<file path="config.mk">
export PLATFORM = sky130hd
export DESIGN_NAME = hs_arbiter
export DESIGN_NICKNAME = d
export VERILOG_FILES = /design/src/rtl/hs_arb_pkg.sv /design/src/rtl/hs_arbiter_rr_picker.sv /design/src/rtl/hs_arbiter.sv
export SDC_FILE = /design/constraint.sdc
export NUM_CORES = 1
export LEC_CHECK = 0
export ABC_AREA = 1
export BUFFER_PORTS_ARGS = -buffer_cell sky130_fd_sc_hd__clkbuf_2
export CAP_MARGIN = 20
export CORE_ASPECT_RATIO = 2
export CORE_UTILIZATION = 50
export DETAILED_ROUTE_END_ITERATION = 12
export GPL_ROUTABILITY_DRIVEN = 1
export HOLD_SLACK_MARGIN = 0.12
export PLACE_DENSITY = 0.74
export SLEW_MARGIN = 15
export SYNTH_ARGS = -nofsm -noshare
export SYNTH_HDL_FRONTEND = slang
export SYNTH_SLANG_ARGS = --single-unit
</file>
<file path="constraint.sdc">
create_clock -name clk -period 3.8 [get_ports clk]
set_input_delay 0.76 -clock clk [delete_from_list [all_inputs] [get_ports clk]]
set_output_delay 0.76 -clock clk [all_outputs]
set_load 0.05 [all_outputs]
</file>
<file path="src/rtl/hs_arb_pkg.sv">
// Shared definitions for the send/ack round-robin arbiter.
// FSM state codes and counter sizing helper.
package hs_arb_pkg;

    localparam int ST_W = 3;

    typedef enum logic [ST_W-1:0] {
        ST_IDLE = 3'd0,
        ST_REQ  = 3'd1,
        ST_ACK  = 3'd2,
        ST_DONE = 3'd3,
        ST_ERR  = 3'd4
    } state_t;

    // Width of the REQ wait counter; at least one bit when timeout is off.
    function automatic int cnt_w(input int t);
        return (t > 0) ? $clog2(t + 1) : 1;
    endfunction

endpackage

</file>
<file path="src/rtl/hs_arbiter_rr_picker.sv">
// Round-robin winner selection, purely combinational.
// Searches upward from the slot after ptr, wrapping around.
module rr_picker #(
    parameter int N_REQ = 2,
    parameter int PW    = $clog2(N_REQ)
) (
    input  logic [N_REQ-1:0] req,
    input  logic [PW-1:0]    ptr,
    output logic [N_REQ-1:0] win,
    output logic             valid
);

    logic [PW-1:0] k;

    // First requester strictly after ptr (circular) wins.
    always_comb begin
        win   = '0;
        valid = 1'b0;
        k     = '0;
        for (int i = 1; i <= N_REQ; i++) begin
            k = PW'((int'(ptr) + i) % N_REQ);
            if (!valid && req[k]) begin
                win[k] = 1'b1;
                valid  = 1'b1;
            end
        end
    end

endmodule

</file>
<file path="src/rtl/hs_arbiter.sv">
// Shares one send/ack peripheral port among N_REQ requesters,
// round-robin, with a REQ timeout and a completed-transfer count.
module hs_arbiter
    import hs_arb_pkg::*;
#(
    parameter int N_REQ   = 2,
    parameter int DW      = 4,
    parameter int TIMEOUT = 16
) (
    input  logic              clk,
    input  logic              rst,
    input  logic [N_REQ-1:0]  send_i,
    input  logic [N_REQ*DW-1:0] dados_i,
    output logic [N_REQ-1:0]  ack_o,
    output logic              send_o,
    output logic [DW-1:0]     dados_o,
    input  logic              ack_i,
    output logic [N_REQ-1:0]  grant_o,
    output logic [ST_W-1:0]   estado_o,
    output logic              err_o,
    output logic [7:0]        xfer_cnt_o
);

    localparam int PW = $clog2(N_REQ);
    localparam int CW = cnt_w(TIMEOUT);
    localparam int TL = (TIMEOUT > 0) ? TIMEOUT - 1 : 0;
    localparam logic [CW-1:0] WLIM = CW'(TL);

    state_t          st;
    logic [PW-1:0]   g;
    logic [PW-1:0]   ptr;
    logic [CW-1:0]   wcnt;
    logic [7:0]      xcnt;
    logic            aborted;

    logic [N_REQ-1:0] win;
    logic             win_v;
    logic [PW-1:0]    widx;
    logic [DW-1:0]    wdat;

    rr_picker #(
        .N_REQ (N_REQ),
        .PW    (PW)
    ) u_pick (
        .req   (send_i),
        .ptr   (ptr),
        .win   (win),
        .valid (win_v)
    );

    // Encode the one-hot winner and select its data word.
    always_comb begin
        widx = '0;
        wdat = '0;
        for (int i = 0; i < N_REQ; i++) begin
            if (win[i]) begin
                widx = PW'(i);
                wdat = dados_i[i*DW +: DW];
            end
        end
    end

    // Arbiter FSM; all outputs are registered alongside the state.
    always_ff @(posedge clk or posedge rst) begin
        if (rst) begin
            st      <= ST_IDLE;
            g       <= '0;
            ptr     <= PW'(N_REQ - 1);
            wcnt    <= '0;
            xcnt    <= '0;
            aborted <= 1'b0;
            send_o  <= 1'b0;
            ack_o   <= '0;
            grant_o <= '0;
            dados_o <= '0;
            err_o   <= 1'b0;
        end else begin
            err_o <= 1'b0;
            case (st)
                ST_IDLE: begin
                    if (win_v) begin
                        st      <= ST_REQ;
                        g       <= widx;
                        wcnt    <= '0;
                        aborted <= 1'b0;
                        send_o  <= 1'b1;
                        grant_o <= win;
                        dados_o <= wdat;
                    end
                end
                ST_REQ: begin
                    if (ack_i) begin
                        st     <= ST_ACK;
                        send_o <= 1'b0;
                        ack_o  <= grant_o;
                    end else if (TIMEOUT != 0 && wcnt == WLIM) begin
                        st      <= ST_ERR;
                        aborted <= 1'b1;
                        send_o  <= 1'b0;
                        err_o   <= 1'b1;
                    end else begin
                        wcnt <= wcnt + 1'b1;
                    end
                end
                ST_ACK: begin
                    if (!ack_i) begin
                        st    <= ST_DONE;
                        ack_o <= '0;
                    end
                end
                ST_DONE: begin
                    if (!send_i[g]) begin
                        st      <= ST_IDLE;
                        ptr     <= g;
                        grant_o <= '0;
                        dados_o <= '0;
                        if (!aborted) begin
                            xcnt <= xcnt + 8'd1;
                        end
                    end
                end
                ST_ERR: begin
                    st <= ST_DONE;
                end
                default: begin
                    st      <= ST_IDLE;
                    send_o  <= 1'b0;
                    ack_o   <= '0;
                    grant_o <= '0;
                    dados_o <= '0;
                end
            endcase
        end
    end

    assign estado_o   = st;
    assign xfer_cnt_o = xcnt;

endmodule
</file>
## Word-level counts from Yosys, hierarchy flattened

Index checks and enable logic that the tools add are counted.

| word-level totals | value |
|---|---|
| bits in registers | 29 |
| bits of input ports | 13 |
| output and inout bits | 21 |
| word-level logic and storage cells | 104 |

| operators by class | value |
|---|---|
| add/subtract/negate cells | 4 |
| magnitude comparators | 5 |
| equal/unequal tests | 13 |
| mux-type cells | 47 |
| bitwise logic cells | 6 |
| reductions and logical operators | 18 |

Operators by type and width:

| operator | count |
|---|---|
| $mux W1 | 20 |
| $mux W4 | 4 |
| $mux W3 | 5 |
| $mux W5 | 3 |
| $pmux W3 S5 | 1 |
| $mux W2 | 6 |
| $ne A2 B2 Y1 const B | 6 |
| $pmux W2 S3 | 2 |
| $pmux W4 S3 | 1 |
| $reduce_and A3 Y1 | 4 |
| $reduce_and A4 Y1 | 3 |
| $pmux W5 S2 | 1 |
| $reduce_or A3 Y1 | 3 |
| $add A8 B1 Y8 const B | 1 |
| $eq A3 B2 Y1 const B | 2 |
| $lt A1 B2 Y1 const B | 3 |
| $add A5 B1 Y5 const B | 1 |
| $eq A5 B4 Y1 const B | 1 |
| $not A1 Y1 | 5 |
| $reduce_and A2 Y1 | 2 |
| $eq A3 B1 Y1 const B | 1 |
| $eq A3 B3 Y1 const B | 1 |
| $logic_and A1 B1 Y1 | 3 |
| $logic_not A3 Y1 | 1 |
| other kinds (10) | 13 |

## Logic depth before layout (Yosys ltp)

| logic depth | value |
|---|---|
| depth in word-level cells | 12 |
| gate-level depth with buffers | 11 |
| depth with buffers taken out | 11 |

## By module

From an unflattened synthesis, not the netlist that was laid out.

| unflattened totals | value |
|---|---|
| cells, all modules | 220 |
| area total of the unflattened synthesis | 1646.6 µm² |

By module, submodules not included:

| module | times used | cells each | area each (µm²) | sequential area each (µm²) |
|---|---|---|---|---|
| hs_arbiter | 1 | 214 | 1620.3 | 726.9 |
| rr_picker | 1 | 6 | 26.3 | 0.0 |

## Worst setup path after synthesis

No wires, ideal clock.

| timing path | value |
|---|---|
| path type | register to register |
| from | register st[0] (netlist: estado_o[0]) |
| to | register xcnt[7] (netlist: xfer_cnt_o[7]) |
| data arrival time | 1481 ps |
| setup slack | 2200 ps |
| cell stages (with the launch flop) | 9 |
| path buffers | 1 |
| period minus slack after synthesis | 1600 ps |
| cells stage by stage | dfrtp_1 buf_4 nand3_1 nor2_2 nand2_2 clkinv_2 nand2_1 nand2_1 nand2_1 |

| between the ends | value |
|---|---|
| word-level cells in the longest chain between the ends | 2 |

RTL lines:

| item | RTL line | source |
|---|---|---|
| start: declaration | hs_arbiter.sv:29 | `state_t st;` |
| start signal: assignment | hs_arbiter.sv:66 | `st <= ST_IDLE;` |
| start signal: assignment | hs_arbiter.sv:82 | `st <= ST_REQ;` |
| start signal: assignment | hs_arbiter.sv:93 | `st <= ST_ACK;` |
| $eq A3 B2 Y1 | hs_arbiter.sv:79 | `case (st)` |
| $reduce_and A3 Y1 (no source line) | - |  |
| end signal: assignment | hs_arbiter.sv:118 | `xcnt <= xcnt + 8'd1;` |
| end: declaration | hs_arbiter.sv:33 | `logic [7:0] xcnt;` |

No other way between the ends.
A chain may end at the register's enable or synchronous reset.

## Worst setup path after layout

| timing path | value |
|---|---|
| from | register st[0] (netlist: estado_o[0]) |
| to | output estado_o[0] |

RTL lines:

| item | RTL line | source |
|---|---|---|
| end: declaration | hs_arbiter.sv:19 | `output logic [ST_W-1:0] estado_o,` |

No word-level cell between the ends.

==> flow_metrics.tcl <==
set metrics [dict create \
    outcome "finished, final reports clean" \
    design_area_um2 1840 \
    routabilityCongestion 0.932 \
    relSlewSlack_pct 60.1 \
    crit_buf_inv 1 \
    utilization_pct 61.8 \
    cp_max_fo 10 \
    vias_per_cell 5.36 \
    dp_hpwl_um 2770 \
    slowest_stage "dfrtp_1" \
    die_x_um 41.6 \
    die-height_um 81.2 \
    wl_um 3530 \
    core_um2 2980 \
    area_delta_synth_final_pct 17.2 \
    grt_pass1_wl_um 5930 \
    nFillCells 294 \
    final_max_slew_viol_count 0 \
    fin_crit_ns 1.92 \
    overflow 0 \
    cts-buffers-inserted 5 \
    std_cell_rows 28 \
    slowest_delay_ns 0.54 \
    drt_first_iter_violations 31 \
    htree_levels 2 \
    crit_chain "clkbuf_2" \
    synth.top_cell.area_share_pct 44.7 \
    crit_family "flip-flops" \
    fin_crit_sh_pct 50.5 \
    netlist_area_um2 1570 \
    cts_tree "done" \
    fin_skew_ns 0.00646 \
    drive_gt1_share_pct 21.0 \
    clk_latency_ns 0.28 \
    portBuffers 33 \
    synth_top_cells_by_count "nand2_1 (77), dfrtp_1 (28), inv_1 (25), nor2_1 (21), nand3_1 (10)" \
    pin_count 34 \
    placed_area_um2 1750 \
    drv_cap 0 \
    ir_worst_vdd_uv 439 \
    post_cts_buffers 0 \
    endpoint_kind "primary output" \
    power.leakage_uw 0.00105 \
    cp.required_ns 3.04 \
    grt_max_degree 30 \
    drc_errors 0 \
    ctsHoldBuffers 0 \
    syn-num-nets 226 \
    avgSynthCellArea_um2 7.47 \
    yosys.cell_types.count 23 \
    synth-seq-cells 29 \
    cts.clk_slew.worst_paths_ns 0.06 \
    cp.arrival_ns 1.16 \
    setup.worst_path.class "reg2out" \
    track_usage_pct 23.5 \
    routedWlPerCell_um 12.7 \
    synth_edf_count 0 \
    yosysMostFrequentCell "nand2_1" \
    hold_viol 0 \
    ys_seq_area_share_pct 46.3 \
    synthTopCellsByArea "dfrtp_1 (45%), nand2_1 (18%), inv_1 (6.0%)" \
    layout.nets 264 \
    rsz0062_at_grt "no" \
    initial_core_util_pct 52.7 \
    async_flop_share_pct 100 \
    die_area_um2 3380 \
    final_antenna_net_count 0 \
    synthCells 210 \
    grt_antenna_before_repair 0 \
    dr.pass1.iters 5 \
    antenna_cells 0 \
    fin_hold_ws_ns 0.470 \
    synthFlopType "dfrtp_1" \
    tightest_slew_ns 0.597 \
    post_cts_resized 0 \
    clock_sinks 29 \
    first_global_vias 1398 \
    cts-root-buf "clkbuf_8" \
    cp-start-kind "flip-flop" \
    hold_path.class "reg2reg" \
    power_density_nw_per_um2 876 \
    num_vias 1491 \
    setup_viol 0 \
    ys_warn_count 0 \
    clock_path_buffers 2 \
    tns_ns 0 \
    fmax_mhz 521 \
    yosysTopAreaCell "dfrtp_1" \
]
final timing paths:
path | startpoint | end | slack, ns | cells past startpoint
worst max register to register | wcnt[0] | wcnt[0] | 2.02 | 8
worst min register to register | wcnt[4] | wcnt[4] | 0.47 | 2
worst max-delay path | estado_o[0] | estado_o[0] | 1.88 | 1
worst min-delay path | wcnt[4] | wcnt[4] | 0.47 | 2
min in group asynchronous | rst | g | 0.53 | 2
max in group asynchronous | rst | wcnt[3] | 2.87 | 2
through the flow:
stage / cells / worst slack, ns / power [uW]
CTS: 278 / 1.89 / 1620
global route: 278 / 1.85 / 1720
finish: 278 / 1.88 / 1610
global placement: 271 / 1.96 / 1360
floorplan: 210 / 2.20 / 1170
detailed placement: 271 / 1.95 / 1370
power breakdown:
group          switching (uW)  internal (uW)
clock network             109            143
logic                     628            207
registers                 108            416
total                     845            766
flip-flops by register name, summed over array words and instances, names as in the netlist:
| name | count |
|---|---|
| send_o | 1 |
| ack_o | 2 |
| dados_o | 4 |
| aborted | 1 |
| ptr | 1 |
| grant_o | 2 |
| err_o | 1 |
| g | 1 |
| xfer_cnt_o | 8 |
| wcnt | 5 |
| estado_o | 3 |
layer usage:
layer | wire (um) | part of all wire, % | vias to the layer above | global-route usage [%]
met3 | 129 | 3.7 | 6 | 5.33
met1 | 1300 | 37 | 697 | 21.2
met2 | 2030 | 58 | 49 | 47.0
met4 | 67 | 1.9 | 0 | 11.3
li1 | - | - | 739 | -
met5 | 0 | 0 | - | 0
placed cells by master (no fill, tap or decap):
cell type / count
nand2_2: 3
inv_2: 1
or2_2: 1
clkbuf_1: 1
o21ai_0: 9
ha_1: 3
a22oi_1: 4
clkbuf_8: 6
nand3_2: 3
a21oi_1: 4
clkinv_2: 1
nand4_1: 8
nand3b_1: 2
clkbuf_2: 33
nand3_1: 10
dfrtp_1: 28
nor2_2: 3
nor3_1: 2
xor2_1: 1
nand2_1: 77
dfstp_2: 1
xnor2_1: 1
a21boi_1: 1
inv_1: 24
nor2_1: 21
final cells by class:
| cell class | count | area (um2) | share of cell area (%) |
|---|---|---|---|
| clock buffer | 7 | 86.3 | 4.69 |
| timing repair buffer | 33 | 165 | 8.98 |
| tap | 30 | 37.5 | 2.04 |
| inverter | 26 | 98.8 | 5.37 |
| sequential | 29 | 727 | 39.5 |
| multi-input combinational | 153 | 724 | 39.4 |
worst register-to-register path, cell delays in order, from the launching register on:
cell	delay [ns]
dfrtp_1	0.41
ha_1	0.23
nand2_1	0.08
nor2_1	0.05
ha_1	0.20
a21oi_1	0.35
nand3_2	0.20
nand2_1	0.10
nand2_1	0.05
cell families after synthesis:
group | count (synthesis) | share of synthesized area (%)
compound gates | 18 | 6.54
xor+xnor | 2 | 1.12
fa+ha+maj | 3 | 2.39
buf+inv | 28 | 7.50
flops | 29 | 46.3
simple gates | 130 | 36.1
(Power assumes the default switching activity.)
